==> config.mk <==
export PLATFORM = sky130hd
export DESIGN_NAME = hazard_sequencer
export DESIGN_NICKNAME = d
export VERILOG_FILES = /design/src/rtl/hazard_sequencer.sv
export SDC_FILE = /design/constraint.sdc
export NUM_CORES = 1
export LEC_CHECK = 0
export CORE_AREA = 2 2 39 41
export CTS_BUF_LIST = sky130_fd_sc_hd__clkbuf_8
export DETAILED_ROUTE_END_ITERATION = 10
export DIE_AREA = 0 0 41 43
export PLACE_DENSITY = 0.67
export SLEW_MARGIN = 20
export SYNTH_ARGS = -nofsm -noshare
export SYNTH_HDL_FRONTEND = slang
export SYNTH_SLANG_ARGS = --single-unit
==> constraint.sdc <==
create_clock -name i_clk -period 1.5 [get_ports i_clk]
set_input_delay 0.3 -clock i_clk [delete_from_list [all_inputs] [get_ports i_clk]]
set_output_delay 0.3 -clock i_clk [all_outputs]
set_load 0.01 [all_outputs]
==> src/rtl/hazard_sequencer.sv <==
// ----------------------------------------------------------------------------
// hazard_sequencer
//
// Purpose: pipeline hazard control for a 5-stage in-order core. It covers
// three things: load-use interlocks, flushes after a taken branch or jump
// resolved in EX, and sequencing of a multi-cycle multiply/divide unit through
// a RUN / MD_WAIT state machine.
//
// Optional feature: define MD_TIMEOUT_EN to enable the multiply/divide timeout.
// When it is enabled, an operation that runs for MD_TIMEOUT wait cycles is
// aborted and flagged.
//
// Parameters:
//   MD_TIMEOUT        maximum MD_WAIT cycles before abort (2..255)
//
// Ports:
//   i_clk             clock; all state changes on the rising edge
//   i_rst_n           asynchronous active-low reset
//   i_id_rs1/rs2      source register indices of the instruction in ID
//   i_id_uses_rs1/2   ID instruction actually reads that source
//   i_ex_rd           destination index of the instruction in EX
//   i_ex_mem_read     EX instruction is a load
//   i_ex_redirect     taken branch or jump resolved in EX
//   i_ex_muldiv       EX instruction is a multi-cycle M-extension op
//   i_md_done         multiply/divide result valid this cycle
//   o_md_start        one-cycle start pulse to the multiply/divide unit
//   o_md_abort        one-cycle abort pulse to the multiply/divide unit
//   o_pc_stall        hold the PC
//   o_if_id_stall     hold the IF/ID register
//   o_id_ex_stall     hold the ID/EX register
//   o_if_id_flush     bubble into the IF/ID register
//   o_id_ex_flush     bubble into the ID/EX register
//   o_ex_mem_flush    bubble into the EX/MEM register
//   o_busy            state is MD_WAIT
//   o_md_err          one-cycle timeout flag
// ----------------------------------------------------------------------------
module hazard_sequencer #(
    parameter int unsigned MD_TIMEOUT = 64
) (
    input  logic       i_clk,
    input  logic       i_rst_n,
    input  logic [4:0] i_id_rs1,
    input  logic [4:0] i_id_rs2,
    input  logic       i_id_uses_rs1,
    input  logic       i_id_uses_rs2,
    input  logic [4:0] i_ex_rd,
    input  logic       i_ex_mem_read,
    input  logic       i_ex_redirect,
    input  logic       i_ex_muldiv,
    input  logic       i_md_done,
    output logic       o_md_start,
    output logic       o_md_abort,
    output logic       o_pc_stall,
    output logic       o_if_id_stall,
    output logic       o_id_ex_stall,
    output logic       o_if_id_flush,
    output logic       o_id_ex_flush,
    output logic       o_ex_mem_flush,
    output logic       o_busy,
    output logic       o_md_err
);

    // Reject an illegal timeout setting at elaboration time.
    if (MD_TIMEOUT < 2 || MD_TIMEOUT > 255) begin : g_md_timeout_range
        $error("hazard_sequencer: MD_TIMEOUT must be in 2..255");
    end

    typedef enum logic {
        ST_RUN     = 1'b0,
        ST_MD_WAIT = 1'b1
    } state_t;

    state_t r_state;
    state_t w_state_next;

    logic w_md_start;
    logic w_md_abort;
    logic w_pc_stall;
    logic w_if_id_stall;
    logic w_id_ex_stall;
    logic w_if_id_flush;
    logic w_id_ex_flush;
    logic w_ex_mem_flush;
    logic w_busy;
    logic w_md_err;

    // A load in EX whose destination is read by ID. x0 is hard-wired to zero,
    // so it can never create a dependency.
    logic w_rs1_hit;
    logic w_rs2_hit;
    logic w_load_use;

    assign w_rs1_hit  = i_id_uses_rs1 && (i_id_rs1 == i_ex_rd);
    assign w_rs2_hit  = i_id_uses_rs2 && (i_id_rs2 == i_ex_rd);
    assign w_load_use = i_ex_mem_read && (i_ex_rd != 5'd0) && (w_rs1_hit || w_rs2_hit);

`ifdef MD_TIMEOUT_EN
    localparam logic [7:0] TIMEOUT_LAST = 8'(MD_TIMEOUT - 1);

    // Counts MD_WAIT cycles that have no MD_DONE. It is cleared when the
    // operation starts and saturates so that it can never wrap.
    logic [7:0] r_wait_cnt;
    logic [7:0] w_wait_cnt_next;
    logic       w_timeout;

    assign w_timeout = (r_wait_cnt == TIMEOUT_LAST);
`endif

    always_comb begin
        w_state_next   = r_state;
        w_md_start     = 1'b0;
        w_md_abort     = 1'b0;
        w_pc_stall     = 1'b0;
        w_if_id_stall  = 1'b0;
        w_id_ex_stall  = 1'b0;
        w_if_id_flush  = 1'b0;
        w_id_ex_flush  = 1'b0;
        w_ex_mem_flush = 1'b0;
        w_busy         = 1'b0;
        w_md_err       = 1'b0;
`ifdef MD_TIMEOUT_EN
        w_wait_cnt_next = r_wait_cnt;
`endif

        unique case (r_state)
            ST_RUN: begin
                // The priority is: multiply/divide, then redirect, then load-use.
                if (i_ex_muldiv) begin
                    w_md_start = 1'b1;
                    // If the result is ready in the same cycle, the op acts
                    // like a normal ALU op and nothing is held.
                    if (!i_md_done) begin
                        w_pc_stall     = 1'b1;
                        w_if_id_stall  = 1'b1;
                        w_id_ex_stall  = 1'b1;
                        w_ex_mem_flush = 1'b1;
                        w_state_next   = ST_MD_WAIT;
`ifdef MD_TIMEOUT_EN
                        w_wait_cnt_next = 8'd0;
`endif
                    end
                end else if (i_ex_redirect) begin
                    w_if_id_flush = 1'b1;
                    w_id_ex_flush = 1'b1;
                end else if (w_load_use) begin
                    w_pc_stall    = 1'b1;
                    w_if_id_stall = 1'b1;
                    w_id_ex_flush = 1'b1;
                end
            end

            ST_MD_WAIT: begin
                w_busy = 1'b1;
                // This branch holds no stall or flush, so in this cycle the
                // EX/MEM register captures the unit's result.
                if (i_md_done) begin
                    w_state_next = ST_RUN;
`ifdef MD_TIMEOUT_EN
                end else if (w_timeout) begin
                    w_md_err       = 1'b1;
                    w_md_abort     = 1'b1;
                    w_ex_mem_flush = 1'b1;
                    w_state_next   = ST_RUN;
`endif
                end else begin
                    w_pc_stall     = 1'b1;
                    w_if_id_stall  = 1'b1;
                    w_id_ex_stall  = 1'b1;
                    w_ex_mem_flush = 1'b1;
`ifdef MD_TIMEOUT_EN
                    if (r_wait_cnt != 8'hFF) begin
                        w_wait_cnt_next = r_wait_cnt + 8'd1;
                    end
`endif
                end
            end

            default: begin
                w_state_next = ST_RUN;
            end
        endcase
    end

    always_ff @(posedge i_clk or negedge i_rst_n) begin
        if (!i_rst_n) begin
            r_state <= ST_RUN;
        end else begin
            r_state <= w_state_next;
        end
    end

`ifdef MD_TIMEOUT_EN
    always_ff @(posedge i_clk or negedge i_rst_n) begin
        if (!i_rst_n) begin
            r_wait_cnt <= 8'd0;
        end else begin
            r_wait_cnt <= w_wait_cnt_next;
        end
    end
`endif

    // The outputs are combinational from the inputs. While reset is asserted
    // they are gated off, so a live hazard pattern on the inputs cannot leak
    // through.
    assign o_md_start     = i_rst_n & w_md_start;
    assign o_md_abort     = i_rst_n & w_md_abort;
    assign o_pc_stall     = i_rst_n & w_pc_stall;
    assign o_if_id_stall  = i_rst_n & w_if_id_stall;
    assign o_id_ex_stall  = i_rst_n & w_id_ex_stall;
    assign o_if_id_flush  = i_rst_n & w_if_id_flush;
    assign o_id_ex_flush  = i_rst_n & w_id_ex_flush;
    assign o_ex_mem_flush = i_rst_n & w_ex_mem_flush;
    assign o_busy         = i_rst_n & w_busy;
    assign o_md_err       = i_rst_n & w_md_err;

endmodule

==> out/results.txt <==
initial DRC count = 0
mean instance size in the synthesized netlist = 7.99 um^2
reg2reg start = r_state$_DFF_PN0_
area of the placeable core = 0.00138 mm^2
Via density = 4.22
most frequent cells in the layout = 8 x sky130_fd_sc_hd__buf_6, 7 x sky130_fd_sc_hd__xor2_1, 7 x sky130_fd_sc_hd__buf_2, 7 x sky130_fd_sc_hd__buf_4
final hold violation count = 0
slowest cell delay on critical path = 0.50 ns
time the worst path needs with I/O delays and setup = 1.77 ns
beginning of the critical path = i_ex_mem_read
Die Outline Area = 0.00176 mm^2
Horiz. Die Dim = 41 um
post-detailed-route wirelength per cell = 10.6 um
Worst-path clk slew = 0 ns
total track usage = 10.3%
overall via count from detail_route = 367
final antenna-violating net count = 0
post-route DRC violation count = 0
internal reg-to-reg setup slack = 0.73 ns
Layout Cell Area excl Fill = 684 um^2
total grt overflow = 0
biggest fanout along the worst timing path = 2
P per Cell Area = 292 mW/mm^2
proportion of synthesized chip area in sequential cells = 9.22%
number of rows created at floorplan = 14
post-placement cell area = 607 um^2
IO Port Bufs = 30
hpwl dp = 690 um
weighted congestion at the end of routability-driven global placement = 0.605
post-route clock period utilization = 118%
filler instances = 135
Final Net Count = 96
count of cells along the worst register-to-register path = 3
initial core utilization = 19.6%
total setup violations reported at the end of the flow = 3
cells traversed along the worst timing path = clkdlybuf4s50_1 > o21ai_4 > a2111o_1 > o21bai_4 > buf_6
Finished Core Util = 49.5%
Final Worst Setup Slack = -0.270 ns
pre-CTS setup slack = -0.966 ns
failing checks = setup timing
drt first pass iters = 1
run status = finished, violations left
hold_ws = 0.166 ns
largest net degree at the start of global routing = 5
registers with the highest flip-flop counts = r_state (1)
synthesized netlist cell count = 34
insertion delay of the later-clocked pin in the worst-skew pair = 0 ns
ratio of cells with drive above 1 in the final layout = 59.2%
Worst EP required = 1.20 ns
register with the most flip-flops = r_state
synthesis warning total = 0
post-route insts no fill = 87
setup repair after global routing missed its margin = yes
number of buffers inserted for hold repair after clock tree synthesis = 0
Post-Place Cells = 82
initial antenna violation count = 0
sort of element at the start of the critical path = primary input
Crit Reg-Reg Endpoint = r_state$_DFF_PN0_
total wire length = 924 um
Peak supply drop = 0.000179 V
Unique masters post-synth = 17
Crit Path Class = in2out
post-synthesis instance area = 272 um^2
Synth-to-Final Area Change = 152%
multi-input gate area in the final layout = 298 um^2
most common library cell in the layout ignoring fill and taps = sky130_fd_sc_hd__buf_6
final slew viol count = 0
count of state elements after synthesis = 1
Diodes inserted = 0
flip-flop count of the largest register after layout = 1
number of global-route vias before repair = 373
highest-delay cell along the critical path = sky130_fd_sc_hd__clkdlybuf4s50_1
Max-Cap Viols = 0
leakage = 0.000331 uW
final clock skew = 0 ns
arrival time at the worst endpoint = 1.47 ns
min-delay worst type = in2async
nature of the critical path endpoint = output pin
total I/O pin count = 33
Max Freq = 565 MHz
height of the die = 43 um
global-route wire length before repair = 1.36 mm
area taken by flip-flops and latches = 25.0 um^2
==> timing repair <==
action                     CTS  global route
setup endpoints to repair    8             5
resized for setup           88            16
pin swaps                   14            12
buffers inserted             4             1
gates cloned                 0             0
==> worst max-delay path, delay by kind of cell <==
family	cells	cell delay, ns
buffers and inverters	2	0.62
AO/OA/AOI/OAI	3	0.55
==> cells in the mapped netlist (all sizes together) <==
| cell | count | share of area [%] |
|---|---|---|
| buf | 4 | 11 |
| and3b | 1 | 3.2 |
| a2111o | 1 | 4.1 |
| or4 | 1 | 2.8 |
| nor2 | 3 | 4.1 |
| xor2 | 8 | 26 |
| conb | 1 | 1.4 |
| and2 | 4 | 9.7 |
| o21ai | 1 | 3.2 |
| o21bai | 2 | 5.5 |
| nand2b | 1 | 2.3 |
| xnor2 | 2 | 6.5 |
| or2b | 1 | 3.2 |
| dfrtp | 1 | 9.2 |
| nor4 | 2 | 4.6 |
| a32oi | 1 | 3.2 |
==> worst max-delay path by stage <==
stage	endpoint	depth (start not counted)
finish	o_pc_stall	5
global route	o_if_id_stall	8
CTS	o_if_id_stall	6
detailed placement	o_if_id_stall	5
global placement	o_pc_stall	6
floorplan	o_pc_stall	4
==> power by group <==
part | total [uW] | internal [uW] | switching, uW | leakage [uW]
Clock | 0 | 0 | 0 | 0
Sequential | 30.3 | 29.3 | 0.943 | 0.0000125
Combinational | 169 | 103 | 65.9 | 0.000319
==> metrics by stage <==
| step | power [uW] | TNS, ns |
|---|---|---|
| 6_report | 200 | -0.757 |
| 5_1_grt | 212 | -0.864 |
| 4_1_cts | 186 | -0.804 |
| 3_5_place_dp | 178 | -5.45 |
| 3_3_place_gp | 178 | -5.41 |
| 2_1_floorplan | 83.9 | -0.101 |
==> cell families after synthesis <==
group,count (synthesis),share of synthesized area [%]
AOI/OAI and AO/OA,5,16.1
xor gates and xnor gates,10,32.3
buffers and inverters,4,11.1
DFF,1,9.22
other,1,1.38
and+or+nand+nor,13,30.0
==> final cells by class <==
type,instances,area share (%)
multi-input cells,30,43.5
well taps,16,2.93
flip-flops and latches,1,3.66
repair buffers,40,49.9
==> routing by layer <==
layer | GRT usage, % | part of all wire (%)
met1 | 10.8 | 35
met4 | 0 | 0
met5 | 0 | 0
met3 | 1.05 | 10
met2 | 20.9 | 55
Power figures use the tool's default switching activity.
